==> src/rtl/vga_scanout.sv <==
// VGA scan-out: timing counters, framebuffer byte fetch and RGB222 colour expansion.
// Optional colour-bar test pattern is compiled in with `define VGA_TESTPAT_EN.
module vga_scanout #(
    parameter int VGA_BITS   = 4,
    parameter int H_ACTIVE   = 640,
    parameter int H_FP       = 16,
    parameter int H_SYNC     = 96,
    parameter int H_BP       = 48,
    parameter int V_ACTIVE   = 480,
    parameter int V_FP       = 10,
    parameter int V_SYNC     = 2,
    parameter int V_BP       = 33,
    parameter int SCALE_LOG2 = 0
) (
    input  logic                clk,
    input  logic                reset,
    input  logic                en,
    input  logic [31:0]         fb_base,
    input  logic                test_mode,
    output logic [29:0]         mem_addr,
    input  logic [31:0]         mem_rdata,
    output logic                hsync,
    output logic                vsync,
    output logic                da,
    output logic [VGA_BITS-1:0] r,
    output logic [VGA_BITS-1:0] g,
    output logic [VGA_BITS-1:0] b,
    output logic                frame_start
);

    localparam int H_TOTAL = H_ACTIVE + H_FP + H_SYNC + H_BP;
    localparam int V_TOTAL = V_ACTIVE + V_FP + V_SYNC + V_BP;
    localparam int FB_W    = H_ACTIVE >> SCALE_LOG2;
    localparam int HW      = $clog2(H_TOTAL + 1);
    localparam int VW      = $clog2(V_TOTAL + 1);

    localparam logic [HW-1:0] H_LAST = HW'(H_TOTAL - 1);
    localparam logic [HW-1:0] H_ACT  = HW'(H_ACTIVE);
    localparam logic [HW-1:0] HS_BEG = HW'(H_ACTIVE + H_FP);
    localparam logic [HW-1:0] HS_END = HW'(H_ACTIVE + H_FP + H_SYNC);
    localparam logic [VW-1:0] V_LAST = VW'(V_TOTAL - 1);
    localparam logic [VW-1:0] V_ACT  = VW'(V_ACTIVE);
    localparam logic [VW-1:0] VS_BEG = VW'(V_ACTIVE + V_FP);
    localparam logic [VW-1:0] VS_END = VW'(V_ACTIVE + V_FP + V_SYNC);

    function automatic logic [VGA_BITS-1:0] expand(input logic [1:0] c);
        expand = {(VGA_BITS / 2){c}};
    endfunction

    logic [HW-1:0] hcnt;
    logic [VW-1:0] vcnt;
    logic [VW-1:0] v_next;
    logic [31:0]   row_base;
    logic [31:0]   byte_addr;
    logic          h_wrap, v_wrap, row_step;
    logic          hsync_raw, vsync_raw, da_raw;
    logic [1:0]    lane_p0;
    logic          hsync_p0, vsync_p0, da_p0;
    logic [7:0]    pix_sel;

`ifdef VGA_TESTPAT_EN
    logic [2:0]    bar_p0;
`else
    logic          unused_test_mode;
    assign unused_test_mode = test_mode;
`endif

    always_comb begin
        h_wrap    = (hcnt == H_LAST);
        v_wrap    = (vcnt == V_LAST);
        v_next    = vcnt + 1'b1;
        // A new framebuffer row starts only on the first line of each replicated group.
        row_step  = (((v_next >> SCALE_LOG2) << SCALE_LOG2) == v_next) && (v_next < V_ACT);
        byte_addr = row_base + 32'(hcnt >> SCALE_LOG2);
        hsync_raw = !((hcnt >= HS_BEG) && (hcnt < HS_END));
        vsync_raw = !((vcnt >= VS_BEG) && (vcnt < VS_END));
        da_raw    = (hcnt < H_ACT) && (vcnt < V_ACT);
    end

    always_comb begin
        pix_sel = mem_rdata[8*lane_p0 +: 8];
`ifdef VGA_TESTPAT_EN
        if (test_mode)
            pix_sel = {2'b00, {2{bar_p0[2]}}, {2{bar_p0[1]}}, {2{bar_p0[0]}}};
`endif
    end

    always_ff @(posedge clk or posedge reset) begin
        if (reset) begin
            hcnt        <= '0;
            vcnt        <= '0;
            row_base    <= '0;
            mem_addr    <= '0;
            lane_p0     <= '0;
            hsync_p0    <= 1'b1;
            vsync_p0    <= 1'b1;
            da_p0       <= 1'b0;
            hsync       <= 1'b1;
            vsync       <= 1'b1;
            da          <= 1'b0;
            r           <= '0;
            g           <= '0;
            b           <= '0;
            frame_start <= 1'b0;
`ifdef VGA_TESTPAT_EN
            bar_p0      <= '0;
`endif
        end else begin
            frame_start <= en && h_wrap && v_wrap;
            if (en) begin
                // Stage 0: issue word address, remember byte lane and raw timing
                mem_addr <= byte_addr[31:2];
                lane_p0  <= byte_addr[1:0];
                hsync_p0 <= hsync_raw;
                vsync_p0 <= vsync_raw;
                da_p0    <= da_raw;
`ifdef VGA_TESTPAT_EN
                bar_p0   <= 3'(hcnt >> 3);
`endif
                // Output stage: read data is valid now; blank outside the active area
                hsync <= hsync_p0;
                vsync <= vsync_p0;
                da    <= da_p0;
                r     <= da_p0 ? expand(pix_sel[5:4]) : '0;
                g     <= da_p0 ? expand(pix_sel[3:2]) : '0;
                b     <= da_p0 ? expand(pix_sel[1:0]) : '0;

                if (h_wrap) begin
                    hcnt <= '0;
                    if (v_wrap) begin
                        vcnt     <= '0;
                        row_base <= fb_base;
                    end else begin
                        vcnt <= v_next;
                        if (row_step)
                            row_base <= row_base + 32'(FB_W);
                    end
                end else begin
                    hcnt <= hcnt + 1'b1;
                end
            end
        end
    end

endmodule

==> config.mk <==
export PLATFORM = sky130hd
export DESIGN_NAME = vga_scanout
export DESIGN_NICKNAME = d
export VERILOG_FILES = /design/src/rtl/vga_scanout.sv
export SDC_FILE = /design/constraint.sdc
export NUM_CORES = 1
export LEC_CHECK = 0
export BUFFER_PORTS_ARGS = -buffer_cell sky130_fd_sc_hd__buf_2
export CAP_MARGIN = 10
export CORE_UTILIZATION = 54
export CTS_BUF_LIST = sky130_fd_sc_hd__clkbuf_4 sky130_fd_sc_hd__clkbuf_8
export DETAILED_ROUTE_END_ITERATION = 6
export GPL_ROUTABILITY_DRIVEN = 0
export PLACE_DENSITY = 0.9
export SLEW_MARGIN = 0
export SYNTH_ARGS = -nofsm -noshare
export SYNTH_HDL_FRONTEND = slang
export SYNTH_SLANG_ARGS = --single-unit
==> constraint.sdc <==
create_clock -name clk -period 3.7 [get_ports clk]
set_input_delay 0.185 -clock clk [delete_from_list [all_inputs] [get_ports clk]]
set_output_delay 0.185 -clock clk [all_outputs]
set_load 0.01 [all_outputs]
==> results of run 1 <==
-- per-stage QoR --
stage	hold slack, ns	worst slack, ns	power [W]
4_1_cts	0.0214	0.931	0.00251
3_5_place_dp	0.394	0.973	0.00188
2_1_floorplan	0.297	0.988	0.00171
6_report	0.00434	0.861	0.00250
3_3_place_gp	0.390	1.06	0.00185
5_1_grt	0.0173	0.764	0.00263
-- cell usage after synthesis (3+ instances only) --
cell / instances / area share [%]
o32ai_1: 3 / 0.46
nor2_1: 57 / 3.8
and4_1: 3 / 0.46
xor2_1: 14 / 2.2
nor2b_1: 6 / 0.66
buf_2: 10 / 0.88
or3_1: 4 / 0.44
nand2_1: 62 / 4.1
nor3_1: 10 / 0.88
mux4_2: 6 / 2.4
nor4_1: 3 / 0.33
inv_1: 21 / 1.4
o21ai_0: 20 / 1.8
xnor2_1: 28 / 4.3
o31ai_1: 5 / 0.66
buf_6: 4 / 0.79
a211oi_1: 5 / 0.66
buf_1: 4 / 0.26
nand3_1: 38 / 3.3
ha_1: 16 / 3.5
mux2_2: 14 / 2.8
dfrtp_1: 93 / 41
nand4_1: 17 / 1.9
a21oi_1: 46 / 4.0
clkbuf_1: 14 / 0.92
o211ai_1: 8 / 1.1
a31oi_1: 5 / 0.55
buf_4: 10 / 1.3
o22a_1: 4 / 0.62
and3_1: 10 / 1.1
a21o_1: 6 / 0.79
nand4b_1: 3 / 0.46
dfstp_2: 4 / 1.8
o22ai_1: 7 / 0.77
a2bb2oi_1: 5 / 0.77
nor3_2: 4 / 0.70
-- registers in the layout, summed over array words and instances, names as in the netlist, 2 cells and up --
signal	cells
row_base	32
mem_addr	30
hcnt	10
vcnt	10
b	2
g	2
lane_p0	2
r	2
-- final cells by class --
type	count	area, um2
Inverter	22	85.1
Sequential cell	97	2430
Clock buffer	12	153
Tap cell	136	170
Multi-Input combinational cell	445	2940
Timing Repair Buffer	109	558
Clock inverter	4	27.5
Fill cell	840	3910
-- metal layers --
| layer | GRT usage (%) | routed length, um | vias up |
|---|---|---|---|
| met3 | 4.68 | 1300 | 46 |
| met4 | 11.7 | 391 | 0 |
| met1 | 32.6 | 5530 | 2361 |
| met5 | 0 | 0 | - |
| met2 | 43.6 | 6730 | 320 |
| li1 | - | - | 2322 |
-- cells by family after synthesis --
family | share of synthesized area (%)
DFF | 42.7
buffers and inverters | 5.63
adders and majority gates | 3.87
and+or+nand+nor | 20.8
AOI/OAI and AO/OA | 15.0
xor gates and xnor gates | 6.46
muxes | 5.49
-- worst paths after layout --
path	to	slack [ns]
hold reg to reg	row_base[6]	0.48
min in group clk	row_base[4]	0.02
hold / removal	b[1]	0.004
setup / recovery	mem_addr[16]	0.86
setup reg to reg	mem_addr[16]	0.86
max in group asynchronous	hcnt[2]	2.82
-- placed cells by master (no fill, tap or decap), types with 5 or more instances in the layout --
cell type and instances:
xnor2_1 28, o21ai_0 20, o31ai_1 5, inv_1 20
a21o_1 6, ha_1 16, mux2_2 14, nor3_1 10
o211ai_1 8, nor2_1 57, nor2b_1 6, a2bb2oi_1 5
a21oi_1 46, dfrtp_1 93, clkbuf_8 10, nand4_1 17
nand3_1 38, and3_1 10, buf_4 5, buf_2 104
a211oi_1 5, a31oi_1 5, nand2_1 62, mux4_2 6
xor2_1 14, o22ai_1 7
-- power groups by stage --
stage	clock network, W	logic [W]	registers (W)
4_1_cts	0.000649	0.000539	0.00132
3_5_place_dp	0	0.000536	0.00134
6_report	0.000645	0.000534	0.00132
3_3_place_gp	0	0.000516	0.00133
5_1_grt	0.000691	0.000595	0.00134
2_1_floorplan	0	0.000390	0.00132
==> impl_results.md, run 1 <==
- Register area share after synthesis: 42.7%
- Die footprint: 11,000 um2
- Placed Area: 6190 um2
- Main flop type after synthesis: dfrtp_1
- Fin area: 6370 um2
- Fin Setup TNS: 0 ns
- Synth Instances: 606
- Grt ovf: 0
- Core Area: 10,300 um2
- Clock share of power: 25.8%
- Fraction of layout cells with a size suffix above 1: 24.5%
- # diodes: 0
- Combinational group share of total power: 21.3%
- Final cell count without fillers: 825
- Ys Warns: 0
- Final setup viols: 0
- Pleak: 2.83 nW
- Layout Nets: 769
- CP Class: register to register
- Reported max-cap violation count: 0
- Failing checks: design-rule violations
- RSZ-0062 raised after global routing: false
- CTS tree: yes
- Worst EP required: 3.91 ns
- Initial DRC count: 485
- Initial antenna violation count: 0
- Yosys cell types: 66
- WL/cell: 16.9 um
- Delay-heaviest family, CP: compound AO/OA/AOI/OAI gates
- R2R Path Start: hcnt[0]
- Seq pwr share: 52.9%
- Global-route wire length before repair: 22.8 mm
- CP startpoint: hcnt[0]
- Max stage delay on crit path: 0.44 ns
- EDFF count, synth: 0
- Post-Syn Area: 5690 um2
- Fmax: 0.352 GHz
- Register bit count reported by yosys: 97
- Drt total wl: 14.0 mm
- Io pins: 114
- Pre-antenna DRT Iters: 7
- Final period util: 76.7%
- Post-CTS sizing: 0
- CP Max Fanout: 6
- P&R area growth vs syn: 11.8%
- WP data arrival: 3.05 ns
- Clk sinks: 97
- Die W: 105 um
- Clk root buf: clkbuf_8
- Routed Antenna Nets: 0
- Crit-path cells: ha_1 > fa_1 > a21o_1 > a221oi_2 > o21a_1 > nor2_1 > xnor2_1 > a21oi_1
- Die height: 105 um
- WP buf/inv: 0
- Crit end category: register
- Path length in cells of the critical path: 8
- HPWL after DPL: 9.89 mm
- Via count: 5,049
- Hold Path Class: input pin to asynchronous set/reset pin
- Peak VDD IR: 0.000210 V
- TritonCTS Buffers: 9
- Clk_skew: 0.0135 ns
- Post-Syn Nets: 691
- Async SR Flop Fraction: 100%
- Final hold violations: 0
- Largest net degree at the start of global routing: 81
- Reg2Reg Depth: 8
- Cell internal pwr: 0.00173 W
- Port Buf Inserts: 104
- DP Cell Count: 809
- Latest clock arrival within the worst-skew pair: 0.36 ns
- Vias/cell: 6.12
- Max-slew headroom: 30.6%
- Row count: 37
- H-tree depth: 3
- Psw: 0.000775 W
- Clock transition at path regs: 0.10 ns
- Setup Buffers After CTS: 0
- Vias in the first global route: 4,865
- Pwr Density: 393 nW/um2
- Sw Share: 31.0%
- Status: finished, violations left
- Worst-case clock buffer depth: 2
- CP Launch Type: register
- Slew Viols, Final: 0
- CTS Hold Bufs: 0
- Critical Path Slowest Stage Cell: dfrtp_1
- Final core occ: 62.0%
- Fin crit period: 2.84 ns
- Drt drc: 2
- Worst-Margin Slew: 1.04 ns
- GRT Total Usage: 25.9%
- Initial Util: 55.4%
- Post-Syn Area per Cell: 9.40 um2
Note: power is estimated with default switching activity, not from simulation.
==> run 2: changes to the inputs <==
clock period = 2.9 ns   (was 3.7 ns; I/O delays follow)
==> run 2 against run 1 <==
  * The flow still finishes with violations (design-rule violations)
  * Sequential power increased by 28%
  * Routed wire length grew 7.7%
  * Cell count is 2.5% higher
  * Hold slack improved by 0.025 ns
  * Cell area grew 3.0%
  * Die area did not move
  * Core utilization rose by 1.9 points
  * Fmax grew 6.0%
  * Count of clock-buffer cells in the layout down 2
  * Sequential share of layout area is 1.1 points lower
  * Register-to-register slack lost 0.64 ns
  * Non-clock buffer count increased by 21
  * Highest routed layer unchanged
==> impl_results.md, run 2 (same netlist as run 1, synthesis figures left out) <==
- Most common cell after layout, fill and taps aside: buf_2
- Grt ovf: 0
- Final core occ: 63.8%
- Port Buf Inserts: 104
- Max reg flops: 32
- Fmax: 0.373 GHz
- RSZ-0062 raised after global routing: false
- DP Cell Count: 816
- Row count: 37
- Worst-Margin Slew: 0.787 ns
- H-tree depth: 3
- Hold Path Class: input pin to register
- Delay-heaviest family, CP: compound AO/OA/AOI/OAI gates
- CP Launch Type: register
- Pleak: 2.93 nW
- Final hold violations: 0
- Worst reg2reg endpoint: mem_addr[26]
- Clock transition at path regs: 0.10 ns
- P&R area growth vs syn: 15.2%
- Crit end category: register
- Initial DRC count: 550
- Clk_skew: 0.00965 ns
- Layout Nets: 790
- Via count: 5,308
- Max stage delay on crit path: 0.46 ns
- Routed Antenna Nets: 0
- Clk sinks: 97
- Initial antenna violation count: 0
- Peak VDD IR: 0.000291 V
- Most frequent cells in the layout: buf_2, dfrtp_1, nand2_1
- Sink of the worst hold path: row_base[30]
- TritonCTS Buffers: 9
- Post-CTS sizing: 0
- Pwr Total: 0.00325 W
- R2R Path Start: hcnt[0]
- Drt drc: 42
- Fin crit period: 2.68 ns
- Vias/cell: 6.27
- GRT Total Usage: 28.7%
- Worst-case clock buffer depth: 2
- Pre-antenna DRT Iters: 7
- Fin Setup TNS: 0 ns
- Die W: 105 um
- Initial Util: 55.4%
- Die height: 105 um
- WHS Path Cells: 3
- Crit-path cells: ha_1 > fa_1 > a21o_1 > a221oi_2 > o22ai_1 > nand2_1 > xor2_1 > a21oi_1
- Latest clock arrival within the worst-skew pair: 0.39 ns
- Vias in the first global route: 5,094
- Fraction of layout cells with a size suffix above 1: 24.8%
- Global-route wire length before repair: 24.8 mm
- Drt total wl: 15.0 mm
- WP data arrival: 2.92 ns
- Reported max-cap violation count: 0
- Hold Startpoint: fb_base[30]
- CTS Hold Bufs: 14
- Reg2Reg Depth: 8
- Largest net degree at the start of global routing: 80
- Failing checks: design-rule violations
- Core Area: 10,300 um2
- Pwr Density: 495 nW/um2
- # diodes: 0
- Final period util: 92.4%
- Io pins: 114
- Final setup viols: 0
- Worst EP required: 3.14 ns
- Top flop regs: row_base (32), mem_addr (30)
- Die footprint: 11,000 um2
- Critical Path Slowest Stage Cell: dfrtp_1
- HPWL after DPL: 10.6 mm
- Setup Buffers After CTS: 0
- Final cell count without fillers: 846
- Max-slew headroom: 47.5%
- CTS tree: yes
- Slew Viols, Final: 0
- CP Class: register to register
- CP Max Fanout: 5
- Clk root buf: clkbuf_8
- Status: finished, violations left
- Worst reg-to-reg setup slack: 0.22 ns
- Reg with most FFs: row_base
- WL/cell: 17.8 um
- WP buf/inv: 0
==> run 2: changes by cell type in the layout (fill, tap and decap cells not counted) <==
cell	delta
inv_6	+1
dlygate4sd3_1	+14
clkbuf_4	-2
clkinv_2	+1
buf_4	+7
==> run 2: area by class of cell <==
cell class,instances,area (um2)
Inverter,22,85.1
Timing Repair Buffer,130,751
Sequential cell,97,2430
Clock buffer,10,138
Multi-Input combinational cell,445,2940
Tap cell,136,170
Clock inverter,6,41.3
Fill cell,809,3720
==> run 2: power by group <==
group	leakage (nW)	internal [W]	switching [W]	total (W)
combinational	1.57	0.000365	0.000350	0.000715
sequential	1.26	0.00150	0.000193	0.00169
clock	0.0968	0.000339	0.000505	0.000843
==> run 2: layer usage <==
metal	wire length, um	vias to the layer above	global-route usage, %	part of all wire, %
li1	-	2358	-	-
met1	5840	2527	35.8	39
met2	7230	354	47.3	48
met3	1400	69	5.55	9.3
met4	569	0	14.8	3.8
met5	0	-	0	0
==> run 2: worst max path at each step <==
stage / from / endpoint / slack, ns / depth (start not counted)
finish: hcnt[0] / mem_addr[26] / 0.22 / 8
global route: hcnt[0] / mem_addr[26] / 0.05 / 8
CTS: hcnt[0] / mem_addr[26] / 0.27 / 8
detailed placement: hcnt[0] / mem_addr[22] / 0.29 / 8
global placement: hcnt[0] / mem_addr[20] / 0.33 / 8
floorplan: reset / b[1] / 0.23 / 1
==> run 2: through the flow <==
stage          hold slack [ns]  worst slack [ns]  instance area, um2
3_5_place_dp             0.304             0.286                6240
2_1_floorplan            0.257             0.228                5690
6_report                0.0298             0.222                6560
5_1_grt                 0.0276            0.0510                6560
3_3_place_gp             0.303             0.334                6240
4_1_cts                0.00170             0.266                6560
==> run 2: tightest hold or removal path: cells and delay by family <==
kind | cells | cell delay (ns)
buffers and inverters | 1 | 0.08
AO/OA/AOI/OAI | 1 | 0.08
AND/OR/NAND/NOR | 1 | 0.07
==> run 3: changes to the inputs <==
CORE_ASPECT_RATIO = 0.9   (was not set)
==> run 3 against run 2 <==
  * Core utilization fell by 0.057 points
  * Critical path depth did not move
  * First-iteration DRC count is 13% higher
  * The run now ends clean
  * Hold slack worse by 0.013 ns
  * Largest power group unchanged
  * Sequential power barely moved
  * Sequential share of layout area rose by 0.14 points
  * Die area is essentially flat
  * Critical endpoint is now mem_addr[24]
  * Routed wire length down 2.4%
  * Largest cell class unchanged
  * Count of clock-buffer cells in the layout shrank 1
  * Cell count is 1.3% lower
  * Global-route usage shrank 1.3 points
==> impl_results.md, run 3 (same netlist as run 1, synthesis figures left out) <==
- Final core occ: 63.8%
- Row count: 35
- Hold Path Class: input pin to register
- CP Launch Type: register
- Met1 Track Usage GR: 35.2%
- Final setup viols: 0
- Io pins: 114
- Initial Util: 55.6%
- Latest clock arrival within the worst-skew pair: 0.38 ns
- Fin crit period: 2.71 ns
- Post-Place Worst Slack: 0.267 ns
- Most common cell after layout, fill and taps aside: buf_2
- WL/cell: 17.6 um
- Peak VDD IR: 0.000398 V
- TritonCTS Buffers: 9
- Fin Setup TNS: 0 ns
- Die W: 110 um
- Via count: 5,207
- Worst EP required: 3.14 ns
- Drt total wl: 14.7 mm
- Met2 Use GR: 42.6%
- Clock transition at path regs: 0.11 ns
- Die footprint: 11,000 um2
- Final hold violations: 0
- Vias in the first global route: 4,981
- Drt drc: 0
- Routed Antenna Nets: 0
- Fmax: 0.369 GHz
- Fraction of layout cells with a size suffix above 1: 24.5%
- GRT Total Usage: 27.3%
- Multi-input gate area: 2940 um2
- Worst-Margin Slew: 0.798 ns
- Reg with most FFs: row_base
- Clk sinks: 97
- Core Area: 10,200 um2
- Pre-antenna DRT Iters: 6
- Slew Viols, Final: 0
- Layout fillers: 793
- Global route hottest layer: met2
- CP Class: register to register
- Setup ws final: 0.193 ns
- Final period util: 93.4%
- Pwr Density: 497 nW/um2
- RSZ-0062 raised after global routing: false
- Port Buf Inserts: 104
- Global-route wire length before repair: 23.2 mm
- Clk_skew: 0.0138 ns
- H-tree depth: 3
- Met3 Usage GRT: 7.21%
- WHS: 0.0163 ns
- Max-slew headroom: 46.7%
- Most frequent cells in the layout: buf_2, dfrtp_1, nand2_1
- Die height: 99.4 um
- Status: complete, no violations
- CP Max Fanout: 6
- Initial DRC count: 620
- Vias/cell: 6.24
- Largest net degree at the start of global routing: 73
- Clk root buf: clkbuf_8
- DP Cell Count: 806
- Reported max-cap violation count: 0
- # diodes: 0
- Worst-case clock buffer depth: 2
- HPWL after DPL: 10.4 mm
- Initial antenna violation count: 0
- P&R area growth vs syn: 14.7%
- Final cell count without fillers: 835
- CTS tree: yes
- WP data arrival: 2.95 ns
- Grt ovf: 0
- Top flop regs: row_base (32), mem_addr (30)
- Register area: 2430 um2
- Layout Nets: 786
- Crit end category: register
- Max reg flops: 32
- Pleak: 2.91 nW
## run 3: cell count changes in the layout (fill, tap and decap cells not counted), sizes merged
cell	previous run	this run
inv	24	25
dlygate4sd3	14	13
buf	116	113
clkbuf	10	9
## run 3: timing repair
item                                    in CTS  in global routing
hold endpoints to repair                    50                  1
hold buffers                                12                  1
endpoints found under the setup margin       0                  0
setup buffers                                0                  0
resized for setup                            0                  0
## run 3: layout make-up
cell class                 count  share of cell area (%)
sequential                    97                    37.2
tap                          129                    2.47
inverter                      22                    1.28
clock buffer                   9                    1.90
multi-input combinational    445                    45.0
clock inverter                 7                   0.919
timing repair buffer         126                    11.2
## run 3: metal layers
| metal | part of all wire (%) | up-vias |
|---|---|---|
| li1 | - | 2363 |
| met1 | 40 | 2475 |
| met2 | 46 | 311 |
| met3 | 10 | 58 |
| met4 | 3.7 | 0 |
| met5 | 0 | - |
## run 3: final timing paths
| kind | from | to | slack (ns) | cells after the start |
|---|---|---|---|---|
| hold / removal | fb_base[5] | row_base[5] | 0.02 | 3 |
| min in group asynchronous | reset | row_base[29] | 0.42 | 3 |
| max in group asynchronous | reset | hsync_p0 | 1.67 | 4 |
| setup / recovery | hcnt[0] | mem_addr[24] | 0.19 | 8 |
| hold reg to reg | row_base[2] | row_base[2] | 0.49 | 2 |
| setup reg to reg | hcnt[0] | mem_addr[24] | 0.19 | 8 |
## run 3: worst max-delay path, stage by stage, from the launching register on
cell	delay, ns
dfrtp_1	0.45
ha_1	0.25
fa_1	0.41
a21o_1	0.20
a221oi_2	0.44
o21a_1	0.42
nor2b_1	0.12
xnor2_1	0.18
a21oi_1	0.09
## run 3: power breakdown
part           leakage [nW]  total (W)  switching, W  internal [W]
combinational          1.55   0.000722      0.000356      0.000365
sequential             1.26    0.00168      0.000185       0.00150
clock                0.0965   0.000846      0.000517      0.000329
total                  2.91    0.00325       0.00106       0.00219
## run 3: stage by stage
step           power (W)  instance area, um2
6_report         0.00325                6530
5_1_grt          0.00343                6530
4_1_cts          0.00327                6520
3_5_place_dp     0.00241                6220
3_3_place_gp     0.00237                6220
2_1_floorplan    0.00218                5690
